===== config.mk =====
export PLATFORM = sky130hd
export DESIGN_NAME = led_latch_ctrl
export DESIGN_NICKNAME = d
export VERILOG_FILES = /design/src/rtl/led_pkg.sv /design/src/rtl/sync_edge.sv /design/src/rtl/led_latch_ctrl.sv
export SDC_FILE = /design/constraint.sdc
export NUM_CORES = 1
export LEC_CHECK = 0
export CAP_MARGIN = 15
export CORE_MARGIN = 2
export CORE_UTILIZATION = 25
export DETAILED_ROUTE_END_ITERATION = 8
export SLEW_MARGIN = 40
export SYNTH_ARGS = -nofsm -noshare
export SYNTH_HDL_FRONTEND = slang
export SYNTH_SLANG_ARGS = --single-unit

===== constraint.sdc =====
create_clock -name i_clk -period 2.5 [get_ports i_clk]
set_input_delay 0.625 -clock i_clk [delete_from_list [all_inputs] [get_ports i_clk]]
set_output_delay 0.625 -clock i_clk [all_outputs]
set_load 0.03 [all_outputs]

===== src/rtl/led_pkg.sv =====
// Shared constants for the keyboard LED display path.
package led_pkg;

  localparam logic [1:0] MODE_STEADY = 2'd0;
  localparam logic [1:0] MODE_BLINK  = 2'd1;
  localparam logic [1:0] MODE_PWM    = 2'd2;
  localparam logic [1:0] MODE_HILITE = 2'd3;

  localparam int unsigned DEF_WIDTH     = 8;
  localparam int unsigned DEF_PWM_BITS  = 4;
  localparam int unsigned DEF_BLINK_DIV = 12500000;
  localparam int unsigned DEF_STRETCH   = 4;

endpackage


===== src/rtl/sync_edge.sv =====
// Three-flop synchroniser for an asynchronous level; o_rise_c pulses for one
// cycle when the synchronised level goes from 0 to 1.
module sync_edge (
  input  logic i_clk,
  input  logic i_rst,
  input  logic i_d,
  output logic o_rise_c
);

  logic s1;
  logic s2;
  logic s3;

  always_ff @(posedge i_clk or posedge i_rst) begin
    if (i_rst) begin
      s1 <= 1'b0;
      s2 <= 1'b0;
      s3 <= 1'b0;
    end else begin
      s1 <= i_d;
      s2 <= s1;
      s3 <= s2;
    end
  end

  assign o_rise_c = s2 & ~s3;

endmodule


===== src/rtl/led_latch_ctrl.sv =====
// LED latch/driver: captures a value on each ready strobe and drives the LED
// bank steady, blinking, PWM-dimmed or with changed bits highlighted.
module led_latch_ctrl
  import led_pkg::*;
#(
  parameter int unsigned WIDTH     = DEF_WIDTH,
  parameter int unsigned PWM_BITS  = DEF_PWM_BITS,
  parameter int unsigned BLINK_DIV = DEF_BLINK_DIV,
  parameter int unsigned STRETCH   = DEF_STRETCH
) (
  input  logic                i_clk,
  input  logic                i_rst,
  input  logic                i_ready,
  input  logic [WIDTH-1:0]    i_count,
  input  logic [1:0]          i_mode,
  input  logic [PWM_BITS-1:0] i_bright,
  output logic [WIDTH-1:0]    o_leds,
  output logic                o_update
);

  localparam int unsigned DIV_W = (BLINK_DIV > 2) ? $clog2(BLINK_DIV) : 1;
  localparam int unsigned STR_W = $clog2(STRETCH + 1);
  localparam logic [DIV_W-1:0] DIV_LAST = DIV_W'(BLINK_DIV - 1);
  localparam logic [STR_W-1:0] STR_LOAD = STR_W'(STRETCH);

  logic                capture_c;
  logic [WIDTH-1:0]    latch;
  logic [WIDTH-1:0]    changed;
  logic [DIV_W-1:0]    presc;
  logic                phase;
  logic [PWM_BITS-1:0] pwm_cnt;
  logic [STR_W-1:0]    stretch;
  logic                wrap_c;
  logic                pwm_on_c;
  logic [WIDTH-1:0]    leds_nxt_c;

  sync_edge u_sync (
    .i_clk    (i_clk),
    .i_rst    (i_rst),
    .i_d      (i_ready),
    .o_rise_c (capture_c)
  );

  // Output selection from the current registered state.
  always_comb begin
    wrap_c     = (presc == DIV_LAST);
    pwm_on_c   = (pwm_cnt < i_bright);
    leds_nxt_c = latch;
    case (i_mode)
      MODE_STEADY: leds_nxt_c = latch;
      MODE_BLINK:  leds_nxt_c = phase ? latch : '0;
      MODE_PWM:    leds_nxt_c = pwm_on_c ? latch : '0;
      MODE_HILITE: leds_nxt_c = (stretch != '0) ? (latch ^ (changed & {WIDTH{phase}})) : latch;
      default:     leds_nxt_c = latch;
    endcase
  end

  always_ff @(posedge i_clk or posedge i_rst) begin
    if (i_rst) begin
      latch    <= '0;
      changed  <= '0;
      presc    <= '0;
      phase    <= 1'b0;
      pwm_cnt  <= '0;
      stretch  <= '0;
      o_leds   <= '0;
      o_update <= 1'b0;
    end else begin
      presc   <= wrap_c ? '0 : presc + DIV_W'(1);
      pwm_cnt <= pwm_cnt + PWM_BITS'(1);
      if (wrap_c) begin
        phase <= ~phase;
      end
      // A capture restarts the highlight even if a decrement is due.
      if (capture_c) begin
        latch   <= i_count;
        changed <= latch ^ i_count;
        stretch <= STR_LOAD;
      end else if (wrap_c && (stretch != '0)) begin
        stretch <= stretch - STR_W'(1);
      end
      o_update <= capture_c;
      o_leds   <= leds_nxt_c;
    end
  end

endmodule


# After elaboration in Yosys (flattened, before gate mapping)
# Index checks and enable logic that the tools add are counted.
# classes
addsub,3
n_lt_le_gt_ge,1
eq_ne,4
n_mux,7
bitwise_logic,6
reduce_logical,4
# op_table
cell,count
$pmux W8 S4,1
$add A24 B1 Y24 const B,1
$eq A24 B24 Y1 const B,1
$mux W24,1
$mux W8,3
$xor A8 B8 Y8,2
$and A8 B8 Y8,1
$mux W3,2
$add A4 B1 Y4 const B,1
$eq A2 B2 Y1 const B,2
$lt A4 B4 Y1,1
$reduce_bool A3 Y1,1
$sub A3 B1 Y3 const B,1
$eq A2 B1 Y1 const B,1
$logic_not A2 Y1,1
$not A1 Y1,2
$reduce_bool A2 Y1,1
$and A1 B1 Y1,1
$logic_and A1 B1 Y1,1
# totals
ff_bits,60
input_bits,17
elab_cells,36

# Depth between registers and ports, before layout
# logic_depth
ltp_word,4
ltp_mapped,8
mapped_depth_nobuf,7

# Modules after synthesis
# A second synthesis with hierarchy kept.
# hier_totals
cells_unflattened,248
area_unflattened_um2,2701.3
# modules_own_cells
mod,instances,cells_per_inst,area_per_inst_um2,seq_area_each_um2
led_latch_ctrl,1,243,2608.8,1426.4
sync_edge,1,5,92.6,75.1

# Worst setup path before layout
# Ideal clock, no wire load.
# synth_timing
kind,register to register
startpoint,reg presc[0]
endpoint,reg presc[20]
setup_time_ns,0.069
arrival_time_ns,1.750
required_ns,2.431
path_slack_ns,0.681
path_stages_with_launch,6
cell_sequence,dfrtp_1 > ha_1 > nand4_1 > or4_1 > or4_1 > nand3_1
# synth_via
elab_chain_len,2
# synth_rtl
item,line_no,text
from (decl),led_latch_ctrl.sv:29,logic [DIV_W-1:0] presc;
from (signal assigned),led_latch_ctrl.sv:69,presc <= wrap_c ? '0 : presc + DIV_W'(1);
$add A24 B1 Y24 or $eq A24 B24 Y1 (tied branches),"led_latch_ctrl.sv:69, led_latch_ctrl.sv:46",
$mux W24 (*),led_latch_ctrl.sv:69,
# Mark *: on every way between the ends. The rest lies on a longest branch, timed or not.
# A chain may end at the register's enable or synchronous reset.

# Final worst setup path
# layout_timing
startpoint,reg presc[0]
endpoint,reg presc[11]
# Same word-level chain as after synthesis.

==> impl_metrics.py <==
metrics = {
    "setup_path": {
        "path_class": "reg -> reg",
        "cp.required_ns": 2.71,
        "slowest_stage": "dfrtp_1",
        "cp_max_fo": 12,
        "path_cells": "ha_1 -> and4_1 -> nand4_1 -> nor2_1 -> buf_4 -> nor2_1",
        "start_kind": "flop",
        "cp_common_cell": "nor2_1",
        "crit_path_end_kind": "flop",
        "critPathMaxStageDelay_ns": 0.48,
        "arrival_ns": 2.31,
    },
    "global_route": {
        "grt_pass1_vias": 2431,
        "grt_max_degree": 30,
        "antenna_found_initial": 0,
        "grt.overflow.total": 0,
        "grt_use_total": 0.1098,
        "grt_pass1_wl_um": 11570,
    },
    "clock_network": {
        "clk_latency_ns": 0.32,
        "path_clk_slew_ns": 0.05,
        "post_cts_buffers": 0,
        "cts_buffer_depth": 2,
        "hold_buffers": 0,
        "cts.sinks": 60,
        "cts_tree": "yes",
        "cts_buffers": 9,
        "root_buffer": "clkbuf_16",
        "post_cts_resized": 0,
        "cts_max_level": 3,
    },
    "detailed_routing": {
        "drt_iter0_drc": 134,
        "wl_met2_um": 3067,
        "highest_layer": "met4",
        "routedWlPerCell_um": 12.25,
        "drc": 0,
        "dr_wl_met3_um": 222,
        "via_per_inst": 4.592,
        "drt_pass1_iterations": 4,
        "dr_total_vias": 2429,
        "wl_met1_um": 3072,
        "wl_um": 6480,
        "ant_nets": 0,
    },
    "floorplanning": {
        "start_util": 0.2579,
        "design.core.area_um2": 12060,
        "pin_count": 26,
        "num_rows": 40,
        "dieHeight_um": 115.5,
        "die_w_um": 115.5,
        "dieArea_um2": 13350,
    },
    "place": {
        "gp_congestion": 0.8009,
        "hpwl_um": 4621,
        "portBuffers": 25,
    },
    "power_and_ir_drop": {
        "p_leak_nw": 1.605,
        "ir_drop_mv": 0.3065,
        "power.density_nw_per_um2": 648.1,
    },
    "cells_and_area": {
        "nets": 381,
        "antenna_cells": 0,
        "area_delta_synth_final_pct": 22.49,
        "fillers": 1231,
        "drive_gt1_frac": 0.08033,
        "final_cell_mix": "66 x nand2_1, 60 x dfrtp_1, 25 x clkdlybuf4s50_1",
        "layout.cells.most_common": "nand2_1",
    },
    "synth": {
        "synth_edf_count": 0,
        "synth_fp_nets": 359,
        "synthArstFlopShare": 1.000,
        "ys_ff_latch": 60,
        "synth-seq-area-share": 0.4827,
        "synth_warnings": 0,
        "synth-main-ff-cell": "dfrtp_1",
        "synth_cells": 335,
        "synth_area_um2": 3110,
        "synth_area_per_cell_um2": 9.285,
        "ys_types": 40,
    },
    "sta": {
        "fin_hold_ws_ns": 0.3446,
        "fin_setup_tns_ns": 0,
        "slew_headroom": 0.5707,
        "report.final.slew_viol_count": 0,
        "finalSetupViolCount": 0,
        "rsz0062_at_grt": "no",
        "fin_worst_skew_ns": 0.005416,
        "period_minus_slack_ns": 2.105,
        "final_hold_viol_count": 0,
        "period_share": 0.8419,
        "worst-slew-pin-transition_ns": 0.6440,
        "fmax_ghz": 0.4751,
    },
    "worst_hold_path": {
        "hold_path_class": "reg -> reg",
    },
    "job": {
        "maxCapViolations": 0,
    },
    "run_status": {
        "status": "finished clean",
    },
}
## cell type report
type / count / area [um2] / area share
repair buffers: 32 / 302.8 / 0.07947
multi-input cells: 240 / 1473 / 0.3865
well taps: 168 / 210.2 / 0.05517
inverters: 14 / 52.55 / 0.01379
flip-flops and latches: 60 / 1501 / 0.3941
clock inverters: 2 / 10.01 / 0.002627
clock buffers: 13 / 260.3 / 0.06831
## worst paths after layout
check	from	endpoint	slack, ns	cells past startpoint
worst max-delay path	presc[0]$_DFF_PP0_	presc[11]$_DFF_PP0_	0.40	6
worst min-delay path	u_sync.s1$_DFF_PP0_	u_sync.s2$_DFF_PP0_	0.34	0
worst max register to register	presc[0]$_DFF_PP0_	presc[11]$_DFF_PP0_	0.40	6
worst min register to register	u_sync.s1$_DFF_PP0_	u_sync.s2$_DFF_PP0_	0.34	0
max in group asynchronous	i_rst	latch[6]$_DFFE_PP0P_	1.30	3
min in group asynchronous	i_rst	u_sync.s1$_DFF_PP0_	0.55	2
## power breakdown
part / internal [mW] / leakage, nW / switching [mW]
Clock: 0.714 / 0.135 / 0.399
Sequential: 1.04 / 0.767 / 0.0495
Combinational: 0.127 / 0.702 / 0.144
## state kept, by name, summed over array words and instances (netlist names)
| name | flops |
|---|---|
| phase | 1 |
| stretch | 3 |
| u_sync.s2 | 1 |
| changed | 8 |
| pwm_cnt | 4 |
| u_sync.s1 | 1 |
| o_leds | 8 |
| u_sync.s3 | 1 |
| latch | 8 |
| presc | 24 |
| o_update | 1 |
## cell families after synthesis
family,Yosys count,share of synthesized area
AOI/OAI and AO/OA,52,0.1010
xor gates and xnor gates,27,0.07603
adders and majority gates,7,0.02816
buffers and inverters,35,0.04385
DFF,60,0.4827
and+or+nand+nor,154,0.2683
## Yosys cell counts, types with 2 or more instances
master / count / share of area
or3_1: 2 / 0.0040
a21oi_1: 6 / 0.0097
and4b_1: 8 / 0.026
xnor2_1: 18 / 0.051
nor4_1: 5 / 0.010
buf_1: 5 / 0.0060
o31ai_1: 2 / 0.0048
o21ai_0: 21 / 0.034
nor2_1: 13 / 0.016
xor2_1: 9 / 0.025
nor3_1: 5 / 0.0080
nand4_1: 10 / 0.020
nand2b_1: 2 / 0.0040
or4_1: 6 / 0.014
clkbuf_1: 14 / 0.017
and4_1: 3 / 0.0084
nand3b_1: 2 / 0.0048
or4_2: 2 / 0.0056
nor2b_1: 9 / 0.018
ha_1: 7 / 0.028
nand2_1: 66 / 0.080
dfrtp_1: 60 / 0.48
o22ai_1: 8 / 0.016
a211oi_1: 2 / 0.0048
nand3_1: 14 / 0.023
inv_1: 14 / 0.017
o211ai_1: 9 / 0.022
## through the flow
step / power [mW] / cells / setup slack, ns / area (um2) / utilization
2_1_floorplan: 1.270 / 335 / 0.3903 / 3110 / -
3_3_place_gp: 1.369 / 514 / 0.3660 / 3540 / 0.2935
3_5_place_dp: 1.377 / 514 / 0.3180 / 3540 / 0.2935
4_1_cts: 2.511 / 529 / 0.4000 / 3810 / 0.3159
5_1_grt: 2.594 / 529 / 0.2401 / 3810 / 0.3159
6_report: 2.469 / 529 / 0.3952 / 3810 / 0.3159
## routing by layer
layer	vias up	GRT usage
li1	1218	-
met1	1173	0.1410
met2	28	0.1727
met3	10	0.02929
met4	0	0.05141
met5	-	0
## critical path, delay by kind of cell (launching register included)
| kind | cells | cell delay [ns] |
|---|---|---|
| flops | 1 | 0.48 |
| fa+ha+maj | 1 | 0.26 |
| buf+inv | 1 | 0.25 |
| simple gates | 4 | 0.99 |
No activity file was read; power rests on OpenSTA's default activity.
